==> src/rtl/fetch_prefetch_buffer.sv <==
// Prefetch/align unit: keeps word reads in flight, buffers halfwords and
// presents aligned 16/32-bit instructions to decode with valid/ready.
module fetch_prefetch_buffer #(
  parameter int unsigned DEPTH_WORDS     = 4,
  parameter int unsigned MAX_OUTSTANDING = 2,
  parameter int unsigned ADDR_WIDTH      = 32,
  parameter logic [ADDR_WIDTH-1:0] RESET_PC = '0
) (
  input  logic                  clk,
  input  logic                  rst_n,
  input  logic                  redirect_valid,
  input  logic [ADDR_WIDTH-1:0] redirect_pc,
  output logic                  mem_req,
  output logic [ADDR_WIDTH-1:0] mem_addr,
  input  logic                  mem_gnt,
  input  logic                  mem_rvalid,
  input  logic [31:0]           mem_rdata,
  output logic                  out_valid,
  input  logic                  out_ready,
  output logic [31:0]           out_instr,
  output logic [ADDR_WIDTH-1:0] out_pc,
  output logic                  out_compressed
);

  localparam int unsigned HW_DEPTH = 2 * DEPTH_WORDS;
  localparam int unsigned PTR_W    = $clog2(HW_DEPTH);
  localparam int unsigned CNT_W    = PTR_W + 1;
  localparam int unsigned OUT_W    = $clog2(MAX_OUTSTANDING + 1);
  localparam int unsigned REQ_W    = CNT_W + OUT_W + 2;

  logic [15:0]           fifo_q [HW_DEPTH];
  logic [PTR_W-1:0]      rd_ptr_q, rd_ptr_d, wr_ptr_q, wr_ptr_d;
  logic [CNT_W-1:0]      hw_count_q, hw_count_d;
  logic [OUT_W-1:0]      outstanding_q, outstanding_d, discard_q, discard_d;
  logic [ADDR_WIDTH-1:0] fetch_addr_q, fetch_addr_d, head_pc_q, head_pc_d;
  logic                  skip_low_q, skip_low_d;

  logic [15:0]      h0, h1;
  logic             is_comp, avail, pop, rsp_accept, gnt_fire, fits;
  logic [CNT_W-1:0] pop_n, push_n, hw_count_next;
  logic [REQ_W-1:0] req_need;

  assign h0      = fifo_q[rd_ptr_q];
  assign h1      = fifo_q[rd_ptr_q + PTR_W'(1)];
  assign is_comp = (h0[1:0] != 2'b11);
  assign avail   = is_comp ? (hw_count_q >= CNT_W'(1)) : (hw_count_q >= CNT_W'(2));

  assign out_valid      = !redirect_valid && avail;
  assign out_instr      = !out_valid ? 32'h0 : (is_comp ? {16'h0, h0} : {h1, h0});
  assign out_compressed = out_valid && is_comp;
  assign out_pc         = head_pc_q;

  assign pop    = out_valid && out_ready;
  assign pop_n  = !pop ? CNT_W'(0) : (is_comp ? CNT_W'(1) : CNT_W'(2));

  // Responses arriving during a redirect or owed to an earlier stream are dropped.
  assign rsp_accept = mem_rvalid && !redirect_valid && (discard_q == '0);
  assign push_n     = !rsp_accept ? CNT_W'(0) : (skip_low_q ? CNT_W'(1) : CNT_W'(2));

  assign hw_count_next = hw_count_q + push_n - pop_n;

  // Reserve room for every read in flight plus the one about to be issued.
  assign req_need = REQ_W'(hw_count_next) + ((REQ_W'(outstanding_q) + REQ_W'(1)) << 1);
  assign fits     = (req_need <= REQ_W'(HW_DEPTH));

  assign mem_req  = rst_n && !redirect_valid
                    && (outstanding_q < OUT_W'(MAX_OUTSTANDING)) && fits;
  assign mem_addr = fetch_addr_q;
  assign gnt_fire = mem_req && mem_gnt;

  always_comb begin
    outstanding_d = outstanding_q + OUT_W'(gnt_fire) - OUT_W'(mem_rvalid);
    discard_d     = discard_q;
    if (mem_rvalid && (discard_q != '0)) begin
      discard_d = discard_q - OUT_W'(1);
    end
    fetch_addr_d = gnt_fire ? fetch_addr_q + ADDR_WIDTH'(4) : fetch_addr_q;
    skip_low_d   = rsp_accept ? 1'b0 : skip_low_q;
    head_pc_d    = head_pc_q;
    if (pop) begin
      head_pc_d = head_pc_q + (is_comp ? ADDR_WIDTH'(2) : ADDR_WIDTH'(4));
    end
    rd_ptr_d   = rd_ptr_q + PTR_W'(pop_n);
    wr_ptr_d   = wr_ptr_q + PTR_W'(push_n);
    hw_count_d = hw_count_next;

    if (redirect_valid) begin
      rd_ptr_d     = '0;
      wr_ptr_d     = '0;
      hw_count_d   = '0;
      head_pc_d    = {redirect_pc[ADDR_WIDTH-1:1], 1'b0};
      fetch_addr_d = {redirect_pc[ADDR_WIDTH-1:2], 2'b00};
      skip_low_d   = redirect_pc[1];
      discard_d    = outstanding_d;
    end
  end

  always_ff @(posedge clk or negedge rst_n) begin
    if (!rst_n) begin
      rd_ptr_q      <= '0;
      wr_ptr_q      <= '0;
      hw_count_q    <= '0;
      outstanding_q <= '0;
      discard_q     <= '0;
      fetch_addr_q  <= {RESET_PC[ADDR_WIDTH-1:2], 2'b00};
      skip_low_q    <= RESET_PC[1];
      head_pc_q     <= RESET_PC;
    end else begin
      rd_ptr_q      <= rd_ptr_d;
      wr_ptr_q      <= wr_ptr_d;
      hw_count_q    <= hw_count_d;
      outstanding_q <= outstanding_d;
      discard_q     <= discard_d;
      fetch_addr_q  <= fetch_addr_d;
      skip_low_q    <= skip_low_d;
      head_pc_q     <= head_pc_d;
    end
  end

  always_ff @(posedge clk) begin
    if (rsp_accept) begin
      if (skip_low_q) begin
        fifo_q[wr_ptr_q] <= mem_rdata[31:16];
      end else begin
        fifo_q[wr_ptr_q]              <= mem_rdata[15:0];
        fifo_q[wr_ptr_q + PTR_W'(1)]  <= mem_rdata[31:16];
      end
    end
  end

  no_overflow: assert property (@(posedge clk) disable iff (!rst_n)
    (int'(hw_count_q) + int'(push_n) - int'(pop_n)) <= int'(HW_DEPTH));

endmodule

==> config.mk <==
export PLATFORM = sky130hd
export DESIGN_NAME = fetch_prefetch_buffer
export DESIGN_NICKNAME = d
export VERILOG_FILES = /design/src/rtl/fetch_prefetch_buffer.sv
export SDC_FILE = /design/constraint.sdc
export NUM_CORES = 1
export LEC_CHECK = 0
export ABC_CLOCK_PERIOD_IN_PS = 9800
export CORE_MARGIN = 5
export CORE_UTILIZATION = 45
export CTS_CLUSTER_SIZE = 28
export DETAILED_ROUTE_END_ITERATION = 8
export PLACE_DENSITY = 0.68
export SLEW_MARGIN = 20
export SYNTH_ARGS = -nofsm -noshare
export SYNTH_HDL_FRONTEND = slang
export SYNTH_SLANG_ARGS = --single-unit
==> constraint.sdc <==
create_clock -name clk -period 9.8 [get_ports clk]
set_input_delay 1.47 -clock clk [delete_from_list [all_inputs] [get_ports clk]]
set_output_delay 1.47 -clock clk [all_outputs]
set_load 0.02 [all_outputs]
After elaboration in Yosys (flattened, before gate mapping)
Memory sizes are Yosys's and may differ from the RTL's.
Index checks and enable logic that the tools add are counted.
{ "classes": {"reduce_logical": 17, "div": 0, "n_mul": 0, "magnitude_cmp": 4, "n_addsub": 13, "n_bitwise": 1, "shifts": 0, "n_eq_ne": 1, "muxes": 26} }
{ "ops": {"columns": ["op", "count"], "rows": [
  ["32-bit 2-to-1 mux", 6],
  ["32-bit by 3-bit adder with 32-bit output", 1],
  ["32-bit by 3-bit adder with 32-bit output (second input constant)", 1],
  ["16-bit 2-to-1 mux", 1],
  ["2-bit 2-to-1 mux", 6],
  ["1-bit logical AND", 10],
  ["2-bit nonzero test", 5],
  ["1-bit 2-to-1 mux", 9],
  ["3-bit 2-to-1 mux", 3],
  ["3-bit by 1-bit adder with 3-bit output (second input constant)", 2],
  ["3-bit by 2-bit adder with 3-bit output", 2],
  ["4-bit by 4-bit adder with 5-bit output", 1],
  ["5-bit by 4-bit <= comparator with 1-bit output (second input constant)", 1],
  ["4-bit by 2-bit adder with 4-bit output", 1],
  ["4-bit by 1-bit >= comparator with 1-bit output (second input constant)", 1],
  ["4-bit by 2-bit >= comparator with 1-bit output (second input constant)", 1],
  ["4-bit 2-to-1 mux", 1],
  ["4-bit by 2-bit subtractor with 4-bit output", 1],
  ["2-bit by 1-bit adder with 3-bit output (second input constant)", 1],
  ["2-bit by 1-bit adder with 2-bit output", 1],
  ["2-bit zero test", 1],
  ["2-bit less-than comparator (second input constant)", 1],
  ["2-bit inequality test (second input constant)", 1],
  ["2-bit by 1-bit subtractor with 2-bit output", 1],
  ["3 further kinds", 3]
]} }
{ "totals": {"wordCells": 71, "latchBits": 0, "regBits": 79, "in_bits": 70, "mem_count": 1, "ram_bits": 128, "rom_bits": 0, "out_inout_bits": 99} }
{ "mem_list": {"columns": ["memory", "words", "width", "rd", "rd_ports_with_merged_regs", "write_ports", "line", "text"], "rows": [
  ["fifo_q", 8, 16, 2, 0, 2, "31", "logic [15:0] fifo_q [HW_DEPTH];"]
]} }

Logic depth before layout (Yosys ltp)
An unclocked memory read counts as a cell.
{ "logic_depth": {"ltp_word": 14, "ltp_mapped": 28, "mapped_depth_nobuf": 24} }

Worst setup path before layout
Ideal clock, no wire load.
{ "synth_timing": {"path_kind": "in2reg", "from": "input mem_rvalid", "to": "register discard_q[1]", "path_buffers": 5, "setup_time_ps": 134, "setup_slack_ps": 2938, "required_ps": 9666, "arrival_ps": 6728, "stages": 22, "cell_sequence": "nand2_1 nor3_1 buf_1 buf_1 fa_1 fa_1 xor2_1 fa_1 or3_1 a221oi_2 and2_1 buf_2 inv_1 buf_2 clkbuf_1 ha_1 inv_1 ha_1 xnor2_1 xnor2_1 nand2_1 o21ai_0"} }
{ "synth_between": {"elab_chain_cells": 12, "word_cells_on_any_way": 14, "classes_between": "add/sub: 5; order compare: 1; mux: 2; reduce/logical: 6"} }
{ "synth_rtl": {"columns": ["item", "line", "text"], "rows": [
  ["start: declaration", "16", "input logic mem_rvalid,"],
  ["1-bit logical AND (2 in series)", "57", "assign rsp_accept = mem_rvalid && !redirect_valid && (discard_q == '0);"],
  ["2-bit 2-to-1 mux", "58", "assign push_n = !rsp_accept ? CNT_W'(0) : (skip_low_q ? CNT_W'(1) : CNT_W'(2));"],
  ["4-bit by 2-bit adder with 4-bit output", "60", "assign hw_count_next = hw_count_q + push_n - pop_n;"],
  ["4-bit by 2-bit subtractor with 4-bit output", "60", null],
  ["4-bit by 4-bit adder with 5-bit output", "63", "assign req_need = REQ_W'(hw_count_next) + ((REQ_W'(outstanding_q) + REQ_W'(1)) << 1);"],
  ["5-bit by 4-bit <= comparator with 1-bit output", "64", "assign fits = (req_need <= REQ_W'(HW_DEPTH));"],
  ["1-bit logical AND", "67", "&& (outstanding_q < OUT_W'(MAX_OUTSTANDING)) && fits;"],
  ["via mem_req", "13", "output logic mem_req,"],
  ["1-bit logical AND", "69", "assign gnt_fire = mem_req && mem_gnt;"],
  ["2-bit by 1-bit adder with 2-bit output", "72", "outstanding_d = outstanding_q + OUT_W'(gnt_fire) - OUT_W'(mem_rvalid);"],
  ["2-bit by 1-bit subtractor with 2-bit output", "72", null],
  ["via outstanding_d[1]", "34", "logic [OUT_W-1:0] outstanding_q, outstanding_d, discard_q, discard_d;"],
  ["2-bit 2-to-1 mux", "87", "if (redirect_valid) begin"],
  ["end signal: assignment", "113", "discard_q <= discard_d;"],
  ["end: declaration", "34", null]
]} }
The timed path passes the listed nets, and every way through them passes these cells.
A chain may end at the register's enable or synchronous reset.

Worst setup path after layout
{ "layout_timing": {"from": "register rd_ptr_q[0]", "to": "output mem_req"} }
{ "layout_between": {"elab_chain_cells": 10, "word_cells_on_any_way": 11, "classes_between": "add/sub: 2; order compare: 1; eq/ne: 1; mux: 3; reduce/logical: 3; memory: 1"} }
{ "layout_rtl": {"columns": ["item", "line", "text"], "rows": [
  ["start: declaration", "32", "logic [PTR_W-1:0] rd_ptr_q, rd_ptr_d, wr_ptr_q, wr_ptr_d;"],
  ["start signal: assignment", "109", "rd_ptr_q <= rd_ptr_d;"],
  ["memory 8 x 16 bit (*)", null, null],
  ["2-bit inequality test (*)", "45", "assign is_comp = (h0[1:0] != 2'b11);"],
  ["1-bit 2-to-1 mux", "46", "assign avail = is_comp ? (hw_count_q >= CNT_W'(1)) : (hw_count_q >= CNT_W'(2));"],
  ["1-bit logical AND", "48", "assign out_valid = !redirect_valid && avail;"],
  ["1-bit logical AND", "53", "assign pop = out_valid && out_ready;"],
  ["2-bit 2-to-1 mux (*)", "54", "assign pop_n = !pop ? CNT_W'(0) : (is_comp ? CNT_W'(1) : CNT_W'(2));"],
  ["4-bit by 2-bit subtractor with 4-bit output (*)", "60", null],
  ["4-bit by 4-bit adder with 5-bit output (*)", "63", null],
  ["5-bit by 4-bit <= comparator with 1-bit output (*)", "64", null],
  ["1-bit logical AND (*)", "67", null],
  ["end: declaration", "13", null]
]} }
Mark *: on every way between the ends. The rest lies on a longest branch, timed or not.

==> metrics.md <==
| Metric | Value |
|---|---|
| Layout cells sized above 1 | 13.0% |
| Critical path's slowest cell | dfrtp_4 |
| Routed len/inst | approximately 21 um |
| Final worst setup slack | 2.26 ns |
| DR iter-0 viols | 920 |
| FMAX | 0.133 GHz |
| Critical Path End Type | primary output |
| Die area | 30400 sq um |
| Initial antenna violation count | 1 |
| Mapped cell area | 12200 sq um |
| Maxcap violations | 0 |
| H-tree Lvls | 1 |
| CP peak stage delay | 0.72 ns |
| I/O Buffers | 164 |
| I/O pin cnt | 169 |
| Critical path, cell by cell | mux4_2, mux2i_1, o211ai_1, buf_4, nand2_1, nand3_1, fa_1, fa_1, xor2_1, fa_1, or3_1, a221oi_2, clkdlybuf4s50_1 |
| Final setup fails | 0 |
| Crit path kind | reg -> out |
| YS warnings | 0 |
| Syn Area/Cell | 10.7 sq um |
| Cell Count Post-Placement | 1565 |
| Clock net sink count | 204 |
| Peak supply drop | 0.140 mV |
| Crit-path max FO | 29 |
| Synth async-reset ratio | 37.3% |
| Family with the most delay on the worst path | adder cells |
| Die height | 174 um |
| Pwr/cell area | 215 nW/um^2 |
| Detailed Routing Iterations Pass 1 | 6 |
| Post-CTS Hold Buffers | 0 |
| RSZ-0062 raised after global routing | false |
| CP Launch Type | flip-flop |
| Clk Tree Root Cell | clkbuf_16 |
| Final core area utilization | 55.1% |
| DIE WIDTH | ~170 um |
| LEAKAGE | 5.27 nW |
| Buffers and inverters on the worst path | 2 |
| Routed via count | 9629 |
| Post-route ant nets | 0 |
| Post-CTS setup repair buffer count | 0 |
| Vias in the first global route | 9445 |
| Synth Instances | 1135 |
| Critical Path RT | 8.33 ns |
| Worst Hold Class | reg -> reg |
| Slew @ Worst Pin | 1.15 ns |
| Area added between synthesis and finish | 21.6% |
| Min Tclk post-route | 7.54 ns |
| Routed Wire Length | roughly 35 mm |
| Post-CTS sizing | 0 |
| Post-synth top area cell | edfxtp_1 |
| Post-synthesis register bit count | between 200 and 250 |
| R2R cell count | 21 |
| Placement Rows | 60 |
| Clock skew | 0.0104 ns |
| Num CTS Buffers | 24 |
| TritonCTS clock tree | done |
| Maximum clock path buffer count | 3 |
| Post-synth EDFFs | 128 |
| DP Wirelength | 22.3 mm |
| Clock Pin Slew Worst Setup and Hold Paths | 0.06 ns |
| Relative slew slack | approximately a quarter |
| Final cell count without fillers | 1610 |
| Predominant post-synthesis flop cell | edfxtp_1 |
| Fin nets | approximately 1300 |
| Final slew viol count | 0 |
| Pin count of the biggest net entering global routing | 76 |
| Core Box Area | 26800 sq um |
| Synth unique cells | 55 |
| Top cells by count, synth | nor2_1 (162), a21oi_1 (159), edfxtp_1 (128), nand2_1 (108), dfrtp_1 (76) |
| # fillers | 2299 |
| Count leader, synth | nor2_1 |
| Total gr overflow | 0 |
| Register area | 5750 sq um |
| Crit. path cell count | 13 |
| First-pass GRT wire length | roughly 54 mm |
| Synth top area share | 31.6% |
| Setup TNS | 0 ns |
| Multi-input logic area | 5920 sq um |
| Hold Path Depth | 1 |
| Most Frequent Cell on Critical Path | fa_1 |
| Status | finished, final reports clean |
| Routed vias/inst | about 6 |
| # DRC | 0 |
| Gpl congestion | 0.803 |
| Top cells by area, synth | edfxtp_1 (32%), dfrtp_1 (16%), mux4_2 (12%) |
| Seq/Total Area, Yosys | 47.3% |
| Endpoints failing hold | 0 |
| Initial Utilization | 45.3% |
| Total GRT Usage | 22.2% |
| Post-place setup slack | 2.42 ns |
| Fin crit share | 76.9% |
| Worst EP arrival | 6.07 ns |
| Skew-Pair Late Insertion Delay | 0.52 ns |
==> path summary, 6_finish.rpt <==
check	from	to	slack, ns
setup / recovery	rd_ptr_q[0]$_DFF_PN0_	mem_req	2.26
hold / removal	mem_addr[31]$_DFFE_PN0P_	mem_addr[31]$_DFFE_PN0P_	0.53
setup reg to reg	rd_ptr_q[0]$_DFF_PN0_	discard_q[1]$_DFFE_PN0P_	3.02
hold reg to reg	mem_addr[31]$_DFFE_PN0P_	mem_addr[31]$_DFFE_PN0P_	0.53
max in group asynchronous	rst_n	rd_ptr_q[0]$_DFF_PN0_	8.14
min in group asynchronous	rst_n	mem_addr[5]$_DFFE_PN0P_	0.74
==> area by class of cell <==
type | instances | share of cell area, %
inverters | 26 | 0.661
well taps | 341 | 2.89
flip-flops and latches | 204 | 38.9
diodes | 1 | 0.0169
clock inverters | 12 | 0.576
multi-input cells | 808 | 40.1
clock buffers | 32 | 4.63
repair buffers | 186 | 12.2
==> cell usage in the layout (no fill, tap or decap), types with 6 or more instances in the layout <==
| cell | Yosys | final |
|---|---|---|
| xnor2_1 | 31 | 31 |
| dfrtp_1 | 76 | 74 |
| nand2_1 | 108 | 108 |
| o21ai_0 | 41 | 38 |
| o21ai_1 | 5 | 8 |
| ha_1 | 17 | 16 |
| edfxtp_1 | 128 | 128 |
| a2111oi_2 | 13 | 13 |
| nand3_1 | 22 | 21 |
| fa_1 | 6 | 6 |
| o311ai_0 | 14 | 14 |
| mux4_2 | 64 | 64 |
| mux2i_1 | 36 | 36 |
| clkdlybuf4s50_1 | 0 | 162 |
| clkbuf_16 | 0 | 26 |
| nor2b_1 | 6 | 6 |
| mux2_2 | 12 | 12 |
| clkinv_2 | 0 | 7 |
| o211ai_1 | 7 | 7 |
| nand4_1 | 7 | 7 |
| a21oi_1 | 159 | 159 |
| and3_1 | 15 | 15 |
| buf_4 | 5 | 22 |
| a31oi_1 | 11 | 11 |
| nor2_1 | 162 | 161 |
| xor2_1 | 12 | 12 |
| inv_1 | 25 | 25 |
==> registers in the layout, indices dropped and copies added, names as in the netlist <==
name           cells
hw_count_q         4
wr_ptr_q           3
mem_addr          30
outstanding_q      2
fifo_q           128
rd_ptr_q           3
discard_q          2
out_pc            31
skip_low_q         1
==> where the power goes <==
group | switching [W] | internal [W]
clock network | 0.000354 | 0.000515
logic | 0.000633 | 0.000560
registers | 0.000104 | 0.00101
total | 0.00109 | 0.00209
==> cells by family after synthesis <==
family,Yosys count,share of synthesized area (%)
adders and majority gates,23,2.74
DFF,204,47.3
AOI/OAI and AO/OA,274,14.1
other,1,0.0309
buffers and inverters,125,4.21
muxes,112,15.9
and+or+nand+nor,353,12.6
xor gates and xnor gates,43,3.10
==> routing by layer <==
layer | GRT usage [%] | routed length (um)
met1 | 29.5 | 13500
met2 | 38.2 | 17300
met4 | 7.46 | 1140
met3 | 2.39 | 2640
met5 | 0 | 0
==> stage by stage <==
stage          hold WS, ns  total power [W]  area (sq um)
2_1_floorplan        0.525          0.00194         12200
3_3_place_gp         0.527          0.00230         14000
3_5_place_dp         0.521          0.00233         14000
4_1_cts              0.534          0.00320         14800
5_1_grt              0.555          0.00335         14800
6_report             0.526          0.00318         14800
(Power assumes the default switching activity.)
